--- config.mk ---
export PLATFORM = sky130hd
export DESIGN_NAME = du_tx_arbiter_flat
export DESIGN_NICKNAME = d
export VERILOG_FILES = /design/src/rtl/du_tx_arbiter_if.sv /design/src/rtl/du_tx_arbiter.sv /design/src/flat_wrapper.sv
export SDC_FILE = /design/constraint.sdc
export NUM_CORES = 1
export LEC_CHECK = 0
export ABC_AREA = 1
export CELL_PAD_IN_SITES_DETAIL_PLACEMENT = 0
export CELL_PAD_IN_SITES_GLOBAL_PLACEMENT = 1
export CORE_MARGIN = 4
export CORE_UTILIZATION = 33
export CTS_CLUSTER_SIZE = 28
export DETAILED_ROUTE_END_ITERATION = 6
export GPL_TIMING_DRIVEN = 1
export PLACE_DENSITY = 0.92
export SKIP_CTS_REPAIR_TIMING = 1
export SYNTH_ARGS = -nofsm -noshare
export SYNTH_HDL_FRONTEND = slang
export SYNTH_SLANG_ARGS = --single-unit
export TNS_END_PERCENT = 5
--- constraint.sdc ---
create_clock -name clk -period 2.43 [get_ports clk]
set_clock_uncertainty 0.15 [all_clocks]
set_input_delay 0.3645 -clock clk [delete_from_list [all_inputs] [get_ports clk]]
set_output_delay 0.3645 -clock clk [all_outputs]
set_load 0.03 [all_outputs]
--- src/rtl/du_tx_arbiter_if.sv ---
// Request/byte bus between the debug sub-block UART channels and the TX arbiter.
// master = requesting side plus TX FIFO status, slave = the arbiter.
interface du_tx_arbiter_if #(
  parameter int unsigned N_CH         = 4,
  parameter int unsigned NB_UART_DATA = 8
);
  logic [N_CH-1:0]              i_req;
  logic [N_CH-1:0]              i_last;
  logic [N_CH*NB_UART_DATA-1:0] i_data;
  logic                         i_tx_full;
  logic [N_CH-1:0]              o_ack;
  logic [N_CH-1:0]              o_grant;
  logic                         o_wr;
  logic [NB_UART_DATA-1:0]      o_wdata;
  logic                         o_tx_start;
  logic                         o_abort;
  logic                         o_busy;

  modport master (
    output i_req, i_last, i_data, i_tx_full,
    input  o_ack, o_grant, o_wr, o_wdata, o_tx_start, o_abort, o_busy
  );

  modport slave (
    input  i_req, i_last, i_data, i_tx_full,
    output o_ack, o_grant, o_wr, o_wdata, o_tx_start, o_abort, o_busy
  );
endinterface

--- src/rtl/du_tx_arbiter.sv ---
// Packet-granular N-channel UART TX arbiter: round-robin or fixed priority,
// FIFO back-pressure, end-of-packet start pulse and idle-grant watchdog.
module du_tx_arbiter #(
  parameter int unsigned N_CH         = 4,
  parameter int unsigned NB_UART_DATA = 8,
  parameter int unsigned PRIO_MODE    = 0,
  parameter int unsigned TIMEOUT      = 255
) (
  input  logic           clk,
  input  logic           i_rst,
  du_tx_arbiter_if.slave bus_if
);

  localparam int unsigned PTR_W = (N_CH > 1) ? $clog2(N_CH) : 1;
  localparam int unsigned WD_W  = (TIMEOUT > 0) ? $clog2(TIMEOUT + 1) : 1;

  typedef enum logic [1:0] {IDLE, XFER, START} state_e;

  state_e                  state_q, state_d;
  logic [PTR_W-1:0]        ptr_q, ptr_d;
  logic [PTR_W-1:0]        owner_q, owner_d;
  logic [WD_W-1:0]         wd_q, wd_d;
  logic [N_CH-1:0]         grant_q, grant_d;
  logic                    wr_q, wr_d;
  logic [NB_UART_DATA-1:0] wdata_q, wdata_d;
  logic                    tx_start_q, tx_start_d;
  logic                    abort_q, abort_d;
  logic                    busy_q, busy_d;

  logic [N_CH-1:0]         ack_c;
  logic [PTR_W-1:0]        win_idx, hi_idx, lo_idx, nxt_ptr;
  logic                    hi_found;
  logic                    own_req, own_last, own_ack;
  logic [NB_UART_DATA-1:0] own_data;

  // Winner: lowest requester at/after the rr pointer, else lowest overall
  always_comb begin
    hi_found = 1'b0;
    hi_idx   = '0;
    lo_idx   = '0;
    for (int i = N_CH - 1; i >= 0; i--) begin
      if (bus_if.i_req[i]) begin
        lo_idx = PTR_W'(i);
        if (PTR_W'(i) >= ptr_q) begin
          hi_found = 1'b1;
          hi_idx   = PTR_W'(i);
        end
      end
    end
    win_idx = ((PRIO_MODE == 0) && hi_found) ? hi_idx : lo_idx;
  end

  // Current owner's request, last flag and byte
  always_comb begin
    own_req  = 1'b0;
    own_last = 1'b0;
    own_data = '0;
    for (int i = 0; i < N_CH; i++) begin
      if (PTR_W'(i) == owner_q) begin
        own_req  = bus_if.i_req[i];
        own_last = bus_if.i_last[i];
        own_data = bus_if.i_data[i*NB_UART_DATA +: NB_UART_DATA];
      end
    end
  end

  assign nxt_ptr = (owner_q == PTR_W'(N_CH - 1)) ? '0 : owner_q + PTR_W'(1);
  assign own_ack = (state_q == XFER) && own_req && !bus_if.i_tx_full;

  always_comb begin
    state_d    = state_q;
    ptr_d      = ptr_q;
    owner_d    = owner_q;
    wd_d       = wd_q;
    grant_d    = grant_q;
    wr_d       = 1'b0;
    wdata_d    = wdata_q;
    tx_start_d = 1'b0;
    abort_d    = 1'b0;
    ack_c      = '0;
    unique case (state_q)
      IDLE: begin
        if (|bus_if.i_req) begin
          state_d = XFER;
          owner_d = win_idx;
          wd_d    = '0;
          for (int i = 0; i < N_CH; i++) begin
            grant_d[i] = (PTR_W'(i) == win_idx);
          end
        end
      end
      XFER: begin
        for (int i = 0; i < N_CH; i++) begin
          ack_c[i] = own_ack && (PTR_W'(i) == owner_q);
        end
        if (own_ack) begin
          wr_d    = 1'b1;
          wdata_d = own_data;
          wd_d    = '0;
          if (own_last) begin
            state_d = START;
          end
        end else if ((TIMEOUT > 0) && (wd_q == WD_W'(TIMEOUT))) begin
          // Owner went silent too long: revoke without a start pulse
          abort_d = 1'b1;
          grant_d = '0;
          ptr_d   = nxt_ptr;
          wd_d    = '0;
          state_d = IDLE;
        end else if (!own_req && (TIMEOUT > 0)) begin
          wd_d = wd_q + WD_W'(1);
        end
      end
      START: begin
        tx_start_d = 1'b1;
        grant_d    = '0;
        ptr_d      = nxt_ptr;
        state_d    = IDLE;
      end
      default: begin
        state_d = IDLE;
      end
    endcase
    busy_d = (state_d != IDLE);
  end

  always_ff @(posedge clk or posedge i_rst) begin
    if (i_rst) begin
      state_q    <= IDLE;
      ptr_q      <= '0;
      owner_q    <= '0;
      wd_q       <= '0;
      grant_q    <= '0;
      wr_q       <= 1'b0;
      wdata_q    <= '0;
      tx_start_q <= 1'b0;
      abort_q    <= 1'b0;
      busy_q     <= 1'b0;
    end else begin
      state_q    <= state_d;
      ptr_q      <= ptr_d;
      owner_q    <= owner_d;
      wd_q       <= wd_d;
      grant_q    <= grant_d;
      wr_q       <= wr_d;
      wdata_q    <= wdata_d;
      tx_start_q <= tx_start_d;
      abort_q    <= abort_d;
      busy_q     <= busy_d;
    end
  end

  assign bus_if.o_ack      = ack_c;
  assign bus_if.o_grant    = grant_q;
  assign bus_if.o_wr       = wr_q;
  assign bus_if.o_wdata    = wdata_q;
  assign bus_if.o_tx_start = tx_start_q;
  assign bus_if.o_abort    = abort_q;
  assign bus_if.o_busy     = busy_q;

endmodule
--- src/flat_wrapper.sv ---
// flat-port wrapper written by rule: the top's interface ports become plain ports
module du_tx_arbiter_flat 
#(
  parameter int unsigned N_CH         = 4,
  parameter int unsigned NB_UART_DATA = 8,
  parameter int unsigned PRIO_MODE    = 0,
  parameter int unsigned TIMEOUT      = 255
)
  (clk, i_rst, bus_if_i_req, bus_if_i_last, bus_if_i_data, bus_if_i_tx_full, bus_if_o_ack, bus_if_o_grant, bus_if_o_wr, bus_if_o_wdata, bus_if_o_tx_start, bus_if_o_abort, bus_if_o_busy);
  du_tx_arbiter_if #(.N_CH(N_CH), .NB_UART_DATA(NB_UART_DATA)) bus_if_i ();
  input  logic clk;
  input  logic i_rst;
  input wire logic [$bits(bus_if_i.i_req)-1:0] bus_if_i_req;
  input wire logic [$bits(bus_if_i.i_last)-1:0] bus_if_i_last;
  input wire logic [$bits(bus_if_i.i_data)-1:0] bus_if_i_data;
  input wire logic [$bits(bus_if_i.i_tx_full)-1:0] bus_if_i_tx_full;
  output wire logic [$bits(bus_if_i.o_ack)-1:0] bus_if_o_ack;
  output wire logic [$bits(bus_if_i.o_grant)-1:0] bus_if_o_grant;
  output wire logic [$bits(bus_if_i.o_wr)-1:0] bus_if_o_wr;
  output wire logic [$bits(bus_if_i.o_wdata)-1:0] bus_if_o_wdata;
  output wire logic [$bits(bus_if_i.o_tx_start)-1:0] bus_if_o_tx_start;
  output wire logic [$bits(bus_if_i.o_abort)-1:0] bus_if_o_abort;
  output wire logic [$bits(bus_if_i.o_busy)-1:0] bus_if_o_busy;
  assign bus_if_i.i_req = bus_if_i_req;
  assign bus_if_i.i_last = bus_if_i_last;
  assign bus_if_i.i_data = bus_if_i_data;
  assign bus_if_i.i_tx_full = bus_if_i_tx_full;
  assign bus_if_o_ack = bus_if_i.o_ack;
  assign bus_if_o_grant = bus_if_i.o_grant;
  assign bus_if_o_wr = bus_if_i.o_wr;
  assign bus_if_o_wdata = bus_if_i.o_wdata;
  assign bus_if_o_tx_start = bus_if_i.o_tx_start;
  assign bus_if_o_abort = bus_if_i.o_abort;
  assign bus_if_o_busy = bus_if_i.o_busy;
  du_tx_arbiter #(.N_CH(N_CH), .NB_UART_DATA(NB_UART_DATA), .PRIO_MODE(PRIO_MODE), .TIMEOUT(TIMEOUT)) u_core (.clk(clk), .i_rst(i_rst), .bus_if(bus_if_i));
endmodule
======== Word level (Yosys, flattened, before mapping) ========
Index checks and enable logic that the tools add are counted.
Widths: inputs -> output; s select.
word-level totals
  input port bits ......................... 43
  bits in registers ....................... 30
  output and inout bits ................... 20
cells by class
  $add $sub $neg .......................... 2
  muxes and demuxes ....................... 58
  order comparisons ....................... 4
  equality and inequality tests ........... 14
  reductions and logical operators ........ 20
operator list
  kind                 count
  $mux 8               8
  $mux 2               20
  $mux 1               22
  $mux 4               4
  $pmux 8 s2           1
  $pmux 4 s3           1
  $add 8x1->8 const B  1
  $eq 2x2->1 const A   4
  $eq 8x8->1 const B   1
  $pmux 2 s2           2
  $logic_and 1x1->1    6
  $logic_not 2->1      3
  $reduce_and 3->1     2
  $reduce_bool 2->1    3
  $eq 1x2->1 const A   2
  $eq 2x2->1 const B   2
  $ge 1x2->1 const A   2
  $ge 2x2->1 const A   2
  $ne 2x2->1 const B   2
  $ne 4x4->1 const B   1
  $reduce_and 2->1     2
  $reduce_and 4->1     1
  $reduce_or 4->1      1
  $reduce_bool 3->1    1
  other kinds (4)      4

======== Longest topological paths before layout ========
  depth in word-level cells ............... 13
  mapped depth ............................ 13
  gate-level depth less buffers ........... 13

======== Least setup slack after synthesis ========
Ideal clock, no wire load.
  path kind ............................... flip-flop to output port
  start point ............................. register u_core.owner_q[0]
  end point ............................... output bus_if_o_ack[0]
  path slack .............................. 109 ps
  arrival ................................. 1806 ps
  cell stages (with the launch flop) ...... 10
  path through ............................ dfrtp_1 -> inv_1 -> ha_1 -> buf_2 -> a21oi_1 -> nand2_1 -> nand3_2 -> buf_6 -> buf_6 -> nor2_1
between the ends
  word-level cells in the longest chain between the ends .. 9
  elaborated cells on any way between the ends .. 12
  classes of those cells .................. eq/ne (3); mux (5); reduce/logical (4)
ends and longest elaborated chain
  what                            RTL line                                  source
  from (decl)                     du_tx_arbiter.sv:21                       logic [PTR_W-1:0] owner_q, owner_d;
  from (signal assigned)          du_tx_arbiter.sv:142                      owner_q <= owner_d;
  $logic_not 2->1                 du_tx_arbiter.sv:59, du_tx_arbiter.sv:94
  $mux 1 (4 in a row)             du_tx_arbiter.sv:59                       if (PTR_W'(i) == owner_q) begin
  $logic_and 1x1->1 (2 in a row)  du_tx_arbiter.sv:68                       assign own_ack = (state_q == XFER) && own_req && !bus_if.i_tx_full;
  $logic_and 1x1->1 (*)           du_tx_arbiter.sv:94                       ack_c[i] = own_ack && (PTR_W'(i) == owner_q);
  $mux 4 (*)                      du_tx_arbiter.sv:81                       unique case (state_q)
  to (decl)                       flat_wrapper.sv:17                        output wire logic [$bits(bus_if_i.o_ack)-1:0] bus_if_o_ack;
Mark *: on every way between the ends. The rest lies on a longest branch, timed or not.

======== Worst setup path in the final report ========
  start point ............................. register u_core.owner_q[1]
  end point ............................... output bus_if_o_ack[3]
between the ends
  word-level cells in the longest chain between the ends .. 9
  elaborated cells on any way between the ends .. 12
  classes of those cells .................. eq/ne (3); mux (5); reduce/logical (4)
ends and longest elaborated chain
  what                            RTL line
  $logic_not 2->1                 du_tx_arbiter.sv:59
  $mux 1 (4 in a row)             du_tx_arbiter.sv:59
  $logic_and 1x1->1 (2 in a row)  du_tx_arbiter.sv:68
  $logic_and 1x1->1 (*)           du_tx_arbiter.sv:94
  $mux 4 (*)                      du_tx_arbiter.sv:81
Marks and branches as above.

==> results_dict.tcl <==
set metrics [dict create \
    synth_edf_count 0 \
    root_buffer "clkbuf_8" \
    status "finished, final reports clean" \
    synth_flop_cell "dfrtp_1" \
    finalHoldViolCount 0 \
    post_dp_cell_area_um2 2780 \
    cts.sinks 30 \
    synth-async-reset-ratio_pct 100 \
    avgSynthCellArea_um2 7.21 \
    syn_area_um2 2050 \
    insertion_delay_ns 0.28 \
    power_frac_clock_pct 11.3 \
    post-route-min-period_ns 2.24 \
    area_growth_pct 40.0 \
    drive_above_1_share_pct 13.7 \
    slew_headroom_pct 73.7 \
    max_cap_violations 0 \
    grt_usage_pct 14.9 \
    tritoncts.num_buffers 5 \
    fin_cells 432 \
    combPwrFrac_pct 65.1 \
    synth_seq_cells 30 \
    crit_required_ns 1.92 \
    total_power_mw 3.31 \
    crit_path_max_fanout 4 \
    postRouteAntennaNets 0 \
    h-tree-depth 2 \
    p_sw_share_pct 48.9 \
    rsz0062_at_grt "false" \
    grt_pass1_wl_mm 9.03 \
    intPower_mw 1.69 \
    worst_pin_slew_ns 0.394 \
    hold_class "in -> async" \
    r2r-start "u_core.owner_q[1]" \
    ys_seq_area_share_pct 36.7 \
    finalCritPeriodShare_pct 92.0 \
    die_w_um 86.8 \
    design.die.area_um2 7530 \
    initialDrtViolationCount 100 \
    synthCells 284 \
    startpoint "u_core.owner_q[1]" \
    dp_hpwl_mm 4.03 \
    syn_nets 336 \
    seqPwrFrac_pct 23.6 \
    p_sw_mw 1.62 \
    core_area_um2 5960 \
    synth_cell_types 30 \
    p_per_area_nw_per_um2 1150 \
    synth_xor_area_share_pct 1.28 \
    nets 409 \
    fmax_mhz 447 \
    synth_top_family_by_area "simple AND/OR/NAND/NOR gates" \
    die_height_um 86.8 \
    drc 0 \
    n_antenna_cell 0 \
    final_area_um2 2870 \
    grt_max_degree 31 \
    synth_top_area_share_pct 36.7 \
    synth_top_area_cell "dfrtp_1" \
    vias_per_cell 4.62 \
    clk_pin_slew_worst_paths_ns 0.07 \
    synth-simple-area-share_pct 36.0 \
    setup_viol 0 \
    leakagePower_nw 1.39 \
    io_buffers 62 \
    cp-start-kind "flop" \
    first_global_vias 2034 \
    tritoncts "built" \
    synth_commonest_cells "88 x nand2_1, 46 x nor2_1, 30 x dfrtp_1" \
    gp_congestion 0.812 \
    finalWirelength_mm 5.20 \
    ir_worst_vdd_v 0.000573 \
    maxSlewViolCount 0 \
    start_util_pct 34.4 \
    cp.arrival_ns 1.72 \
    worst_setup_path_end_kind "output pin" \
    synth-compound-area-share_pct 12.0 \
    fin_tns_setup_ns 0 \
    pin_count 63 \
    antenna_found_initial 0 \
    holdWs_ns 0.319 \
    dp.cells 424 \
    rows 28 \
    dr.pass1.iters 5 \
    routedWlPerCell_um 12.0 \
    synth_fa_ha_area_share_pct 5.50 \
    vias 1995 \
    synthTopCellsByArea "dfrtp_1 37%, nand2_1 16%, nor2_1 8.4%" \
    yosys_warnings 0 \
    clock_path_buffers 2 \
    grt_overflow 0 \
    muxShareOfSynthArea_pct 0 \
    criticalPathCategory "reg -> out" \
    yosysMostFrequentCell "nand2_1" \
]
## cell usage in the layout (no fill, tap or decap), drive strengths merged, types with 5 or more instances in the layout
cell type and instances:
a21oi 20, clkbuf 5, dfrtp 30, o31ai 8, o21ai 9, inv 31
clkdlybuf4s50 58, nand3 19, nand2 89, nor2 50, ha 9, buf 15
## state kept, by name (all words and copies together) (netlist names)
register and count:
u_core.bus_if.o_abort 1, u_core.bus_if.o_busy 1, u_core.bus_if.o_grant 4, u_core.bus_if.o_tx_start 1, u_core.bus_if.o_wdata 8, u_core.bus_if.o_wr 1, u_core.owner_q 2, u_core.ptr_q 2
u_core.state_q 2, u_core.wd_q 8
## through the flow
step / setup WS [ns] / util [%]
2_1_floorplan: 0.109 / -
3_3_place_gp: 0.253 / 46.6
3_5_place_dp: 0.230 / 46.6
4_1_cts: 0.0963 / 47.9
5_1_grt: 0.00388 / 48.1
6_report: 0.193 / 48.1
## final timing paths
path | end | slack (ns) | depth (start not counted)
setup / recovery | bus_if_o_ack[3] | 0.19 | 11
hold / removal | u_core.bus_if.o_wdata[5] | 0.32 | 3
setup reg to reg | u_core.bus_if.o_busy | 0.48 | 13
hold reg to reg | u_core.bus_if.o_wdata[4] | 0.34 | 2
max in group asynchronous | u_core.ptr_q[1] | 1.51 | 3
min in group clk | u_core.bus_if.o_wdata[4] | 0.34 | 2
## layer usage
metal | global-route usage (%) | wire length [µm] | vias up
li1 | - | - | 1040
met1 | 18.5 | 2380 | 890
met2 | 25.2 | 2420 | 58
met3 | 3.23 | 320 | 7
met4 | 5.81 | 81 | 0
met5 | 0 | 0 | -
## power groups by stage
stage	Clock [mW]	Combinational (mW)	Sequential [mW]
after global routing	0.413	2.43	0.808
after CTS	0.393	2.17	0.782
final	0.374	2.16	0.781
after detailed placement	0	2.16	0.789
after floorplan	0	1.36	0.960
after global placement	0	2.13	0.784
## worst max-delay path, stage by stage, from the launching register on
cell	delay, ns
dfrtp_1	0.42
inv_1	0.09
ha_1	0.19
inv_1	0.07
nand2_1	0.06
nand3_1	0.07
nand2_2	0.08
nand2_1	0.06
nor2_2	0.12
nand2_1	0.08
inv_1	0.05
buf_4	0.15
## kinds of logic (layout without fill, tap and decap cells)
family,Yosys count,in the layout
simple gates,165,165
buf+inv,39,112
compound gates,38,38
flops,30,30
fa+ha+maj,9,9
xor+xnor,3,3
## cell type report
type / count / area, µm²
clock buffers: 5 / 68.8
flip-flops and latches: 30 / 751
well taps: 75 / 93.8
fillers: 613 / 3090
multi-input cells: 215 / 1130
inverters: 32 / 123
repair buffers: 73 / 693
clock inverters: 2 / 10.0
Note: power is estimated with default switching activity, not from simulation.
